[src/rtl/iter_divider.sv]
// Multi-cycle signed restoring divider with start/busy/done handshake.
// One quotient bit per clock on magnitudes, then a sign-fixup cycle.
module iter_divider #(
  parameter int WIDTH = 16
) (
  input  logic             clock,
  input  logic             reset,
  input  logic             start,
  input  logic [WIDTH-1:0] dataa,
  input  logic [WIDTH-1:0] datab,
  output logic             busy,
  output logic             done,
  output logic [WIDTH-1:0] quotient,
  output logic [WIDTH-1:0] remainder,
  output logic             divzero
);

  localparam int CW = $clog2(WIDTH);

  typedef enum logic [1:0] {
    IDLE,
    RUN,
    FIX
  } state_t;

  state_t state, state_n;

  logic             sa, sb;
  logic [WIDTH-1:0] dvd;
  logic [WIDTH-1:0] dvs;
  logic [WIDTH-1:0] prem;
  logic [CW-1:0]    cnt;
  logic [WIDTH:0]   sh;
  logic [WIDTH:0]   diff;
  logic             neg;

  function automatic logic [WIDTH-1:0] mag(input logic [WIDTH-1:0] v);
    mag = v[WIDTH-1] ? -v : v;
  endfunction

  assign busy = (state != IDLE);

  // Shifted partial remainder and trial difference, one bit wider.
  assign sh   = {prem, dvd[WIDTH-1]};
  assign diff = sh - {1'b0, dvs};
  assign neg  = diff[WIDTH];

  always_comb begin
    state_n = state;
    unique case (state)
      IDLE: if (start) state_n = (datab == '0) ? FIX : RUN;
      RUN:  if (cnt == '0) state_n = FIX;
      FIX:  state_n = IDLE;
      default: state_n = IDLE;
    endcase
  end

  always_ff @(posedge clock or posedge reset) begin
    if (reset) state <= IDLE;
    else       state <= state_n;
  end

  always_ff @(posedge clock or posedge reset) begin
    if (reset) begin
      sa        <= 1'b0;
      sb        <= 1'b0;
      dvd       <= '0;
      dvs       <= '0;
      prem      <= '0;
      cnt       <= '0;
      done      <= 1'b0;
      quotient  <= '0;
      remainder <= '0;
      divzero   <= 1'b0;
    end else begin
      done <= 1'b0;
      unique case (state)
        IDLE: begin
          if (start) begin
            sa   <= dataa[WIDTH-1];
            sb   <= datab[WIDTH-1];
            dvd  <= mag(dataa);
            dvs  <= mag(datab);
            prem <= '0;
            cnt  <= CW'(WIDTH - 1);
          end
        end
        RUN: begin
          prem <= neg ? sh[WIDTH-1:0] : diff[WIDTH-1:0];
          dvd  <= {dvd[WIDTH-2:0], ~neg};
          cnt  <= cnt - CW'(1);
        end
        FIX: begin
          done <= 1'b1;
          // Zero divisor skips RUN, so dvd still holds |dataa|.
          if (dvs == '0) begin
            quotient  <= '1;
            remainder <= sa ? -dvd : dvd;
            divzero   <= 1'b1;
          end else begin
            quotient  <= (sa ^ sb) ? -dvd : dvd;
            remainder <= sa ? -prem : prem;
            divzero   <= 1'b0;
          end
        end
        default: ;
      endcase
    end
  end

endmodule

[config.mk]
export PLATFORM = sky130hd
export DESIGN_NAME = iter_divider
export DESIGN_NICKNAME = d
export VERILOG_FILES = /design/src/rtl/iter_divider.sv
export SDC_FILE = /design/constraint.sdc
export NUM_CORES = 1
export LEC_CHECK = 0
export ABC_AREA = 1
export BUFFER_PORTS_ARGS = -buffer_cell sky130_fd_sc_hd__buf_2
export CAP_MARGIN = 20
export CORE_MARGIN = 1
export CORE_UTILIZATION = 35
export DETAILED_ROUTE_END_ITERATION = 8
export PLACE_DENSITY = 0.62
export SLEW_MARGIN = 10
export SYNTH_ARGS = -nofsm -noshare
export SYNTH_HDL_FRONTEND = slang
export SYNTH_SLANG_ARGS = --single-unit
[constraint.sdc]
create_clock -name clock -period 7.7 [get_ports clock]
set_input_delay 0.77 -clock clock [delete_from_list [all_inputs] [get_ports clock]]
set_output_delay 0.77 -clock clock [all_outputs]
set_load 0.05 [all_outputs]
* After elaboration in Yosys (flattened, before gate mapping) *
Cells that the tools add are included.

word-level totals
  register bits after elaboration = 90
  input port bits = 35
  output and inout port bits = 35

operators by class
  add/sub/neg operators = 6
  eq/ne operators = 4
  muxes and demuxes = 20
  bitwise operators = 2
  reductions and logical operators = 9

operators with widths
  operator             count
  $mux 16              10
  $neg 16->16          4
  $pmux 16 s2          2
  $logic_not 16->1     2
  $sub 17x16->17       1
  $pmux 4 s2           1
  $mux 2               3
  $reduce_and 2->1     3
  $logic_not 4->1      1
  $mux 4               1
  $ne 2x2->1 const B   2
  $pmux 2 s2           1
  $reduce_bool 2->1    2
  $sub 4x1->4 const B  1
  $eq 2x1->1 const B   1
  $eq 2x2->1 const B   1
  $logic_not 2->1      1
  $mux 1               2
  $not 1->1            1
  $xor 1x1->1          1

* Logic depth before layout (Yosys ltp) *
  depth in word-level cells = 4
  depth in mapped cells = 15
  depth with buffers taken out = 15

* Least setup slack after synthesis *
No wires, ideal clock.

  path kind = flip-flop to flip-flop
  from = reg dvd[15]
  to = reg prem[5]
  library setup time = 117 ps
  arrival = 1,953 ps
  data required time = 7,583 ps
  setup slack = 5,629 ps
  cell stages (with the launch flop) = 15
  path buffers = 1
  period minus slack after synthesis = 2,071 ps
  cell sequence = dfrtp_1 -> inv_1 -> ha_1 -> fa_1 -> inv_1 -> nand2_1 -> nand2_1 -> nand3_2 -> nand2_2 -> nand2_4 -> nand3_4 -> buf_6 -> nand3_2 -> nand3_1 -> nand2_1

on the way
  word-level cells in the longest chain between the ends = 3

ends and longest elaborated chain
  item                    RTL line  text
  start, declared         29        logic [WIDTH-1:0] dvd;
  start signal, assigned  82        dvd <= mag(dataa);
  start signal, assigned  90        dvd <= {dvd[WIDTH-2:0], ~neg};
  $sub 17x16->17          45        assign diff = sh - {1'b0, dvs};
  $mux 16                 89        prem <= neg ? sh[WIDTH-1:0] : diff[WIDTH-1:0];
  $pmux 16 s2             77        unique case (state)
  end signal, assigned    89
  end, declared           31        logic [WIDTH-1:0] prem;

Every way passes these cells.
A chain may end at the register's enable or synchronous reset.

* Worst setup path in the final report *
  from = reg state[0]
  to = reg quotient[12]

on the way
  word-level cells in the longest chain between the ends = 1

ends and longest elaborated chain
  item                    RTL line  text
  start, declared         26        state_t state, state_n;
  start signal, assigned  60        else state <= state_n;
  $eq 2x2->1              77
  end signal, assigned    101       quotient <= (sa ^ sb) ? -dvd : dvd;
  end, declared           13        output logic [WIDTH-1:0] quotient,

Every way passes these cells.

==> flow_summary.json <==
{
  "async_flop_share": 1.000,
  "grt_usage": 0.2052,
  "synth-simple-area-share": 0.3633,
  "synth_edf_count": 0,
  "vdd_drop_max_v": 0.0002745,
  "synthTopCellsByArea": "dfrtp_1 33%, nand2_1 17%, nand3_1 8.1%",
  "fillers": 2055,
  "seqPwrFrac": 0.235,
  "setup.worst_path.start": "state[0]$_DFFE_PP0P_",
  "rsz0062_at_grt": "false",
  "min_period_over_period": 0.3459,
  "placed_cell_area_mm2": 0.007391,
  "sw_frac_of_total": 0.5585,
  "max_freq_mhz": 375.4,
  "cts_buffers": 9,
  "h-tree-depth": 3,
  "startpoint_type": "register",
  "synth_compound_area_frac": 0.1335,
  "p_switching_w": 0.002228,
  "grt_max_degree": 57,
  "postCtsHoldBufs": 0,
  "post-route-min-period_ps": 2664,
  "drc": 0,
  "slew_viol_final": 0,
  "port_buffers": 69,
  "synth_area_leader_cell": "dfrtp_1",
  "whs_ps": 475.3,
  "yosys-mux-area-fraction": 0,
  "clkPwrFrac": 0.112,
  "fin_setup_tns_ps": 0,
  "num_rows": 50,
  "grt_pass1_vias": 6131,
  "wl_per_cell_um": 14.43,
  "via_count": 6736,
  "die_h_um": 141.6,
  "regToRegStartpoint": "state[0]$_DFFE_PP0P_",
  "final_cells": 1355,
  "yosys-top-cells-count": "306 x nand2_1, 140 x inv_1, 111 x nand3_1",
  "yosys_register_bits": 90,
  "clock_latency_ps": 350,
  "yosysSeqAreaShare": 0.3300,
  "post_cts_buffers": 0,
  "required_ps": 7930,
  "leakage_nw": 4.007,
  "gp_congestion": 0.8863,
  "clkSinkCount": 90,
  "routed_wl_mm": 19.55,
  "io_pins": 70,
  "finalSetupViolCount": 0,
  "syn_area_mm2": 0.006825,
  "drive_above_1_share": 0.1187,
  "path_class": "register to register",
  "synth_flop_cell": "dfrtp_1",
  "cp_max_fo": 38,
  "multi_input_comb_area_mm2": 0.003874,
  "tightest_slew_ps": 762.7,
  "synth.most_common_cell": "nand2_1",
  "antenna_found_initial": 0,
  "ff_latch_area_mm2": 0.002252,
  "cp-end-kind": "register",
  "cts_tree": "built",
  "power_w": 0.003990,
  "final-hold-violation-count": 0,
  "core_area_mm2": 0.01889,
  "status": "finished clean",
  "dr.pass1.iters": 5,
  "p_int_w": 0.001762,
  "fin_worst_skew_ps": 10.31,
  "clockBufferDepth": 2,
  "crit_arrival_ps": 2900,
  "cts-root-buf": "clkbuf_16",
  "ys_warn_count": 0,
  "stdcell_area_mm2": 0.007685,
  "drtIter0Drc": 476,
  "syn_nets": 1094,
  "clkTransAtPathRegs_ps": 70,
  "p_comb_frac": 0.652,
  "die-area_mm2": 0.02006,
  "synth_top_area_share": 0.3300,
  "overflow": 0,
  "syn_area_per_cell_um2": 6.582,
  "die_w_um": 141.6,
  "place_inst": 1339,
  "via_per_inst": 4.971,
  "cts_resized": 0,
  "num_antenna_cells": 0,
  "synth_top_family_by_area": "simple AND/OR/NAND/NOR gates",
  "start_util": 0.3613,
  "p_per_area_mw_per_mm2": 519.2,
  "fin_nets": 1147,
  "dp_hpwl_mm": 14.97,
  "syn_to_final_growth_pct": 12.59,
  "yosys.cell_types.count": 42,
  "slew_headroom": 0.4916,
  "synth_xor_area_frac": 0.02933,
  "cap_violations": 0,
  "rrSetupSlack_ps": 5040,
  "hold_class": "input pin to async pin",
  "postRouteAntennaNets": 0,
  "synthCells": 1037,
  "grt_pass1_wl_mm": 32.35,
  "synth_fa_ha_area_frac": 0.04143
}
==> power by group through the flow <==
stage	registers, W	logic, W	clock network [W]
2_1_floorplan	0.00113	0.00179	0
3_3_place_gp	0.000938	0.00257	0
3_5_place_dp	0.000939	0.00260	0
4_1_cts	0.000932	0.00261	0.000456
5_1_grt	0.000962	0.00295	0.000475
6_report	0.000938	0.00260	0.000448
==> worst max-delay path, stage by stage (launching register included) <==
cell	delay (ps)
dfrtp_1	440
inv_1	160
nand2_1	300
inv_1	120
buf_4	380
nand2_1	400
inv_1	390
o21ai_0	160
o22a_1	180
==> kinds of logic (layout without fill, tap and decap cells) <==
kind of cell | count (synthesis) | count (layout)
AOI/OAI and AO/OA | 161 | 161
xor gates and xnor gates | 22 | 22
adders and majority gates | 22 | 22
buffers and inverters | 178 | 236
DFF | 90 | 90
and+or+nand+nor | 564 | 564
==> final cells by class <==
cell class | instances | area share
Clock buffer | 10 | 0.02979
Clock inverter | 6 | 0.008466
Inverter | 144 | 0.07050
Multi-Input combinational cell | 769 | 0.5041
Sequential cell | 90 | 0.2931
Tap cell | 260 | 0.04233
Timing Repair Buffer | 76 | 0.05177
==> sequential cells by signal, summed over array words and instances, names as in the netlist <==
| signal | flops |
|---|---|
| cnt | 4 |
| divzero | 1 |
| done | 1 |
| dvd | 16 |
| dvs | 16 |
| prem | 16 |
| quotient | 16 |
| remainder | 16 |
| sa | 1 |
| sb | 1 |
| state | 2 |
==> per-layer routing <==
layer / global-route usage / vias up / routed length, um
met5: 0 / - / 0
met4: 0.04075 / 0 / 172
met3: 0.03307 / 15 / 1017
met2: 0.3109 / 176 / 8717
met1: 0.3063 / 3103 / 9646
li1: - / 3442 / -
==> placed cells by master (no fill, tap or decap), types with 5 or more instances in the layout <==
cell	count
a21oi_1	54
a31oi_1	5
buf_2	69
buf_4	7
clkbuf_16	9
dfrtp_1	90
ha_1	21
inv_1	139
nand2_1	306
nand2_2	5
nand3_1	111
nand3_2	12
nand3b_1	5
nand4_1	7
nor2_1	94
nor3_1	5
o211ai_1	10
o21ai_0	67
o221ai_1	6
o22a_1	5
xor2_1	18
==> path summary, 6_finish.rpt <==
kind,to,cells past startpoint
max reg2reg,quotient[12]$_DFFE_PP0P_,8
max in group asynchronous,dvd[2]$_DFFE_PP0P_,3
min in group clock,dvs[2]$_DFFE_PP0P_,2
min,prem[7]$_DFFE_PP0P_,2
max,quotient[12]$_DFFE_PP0P_,8
min reg2reg,dvs[2]$_DFFE_PP0P_,2
==> per-stage QoR <==
step | worst slack, ps | utilization
finish | 5036 | 0.4068
global route | 4734 | 0.4068
CTS | 5025 | 0.4068
detailed placement | 4762 | 0.3912
global placement | 4779 | 0.3912
floorplan | 4595 | -
Note: power is estimated with default switching activity, not from simulation.
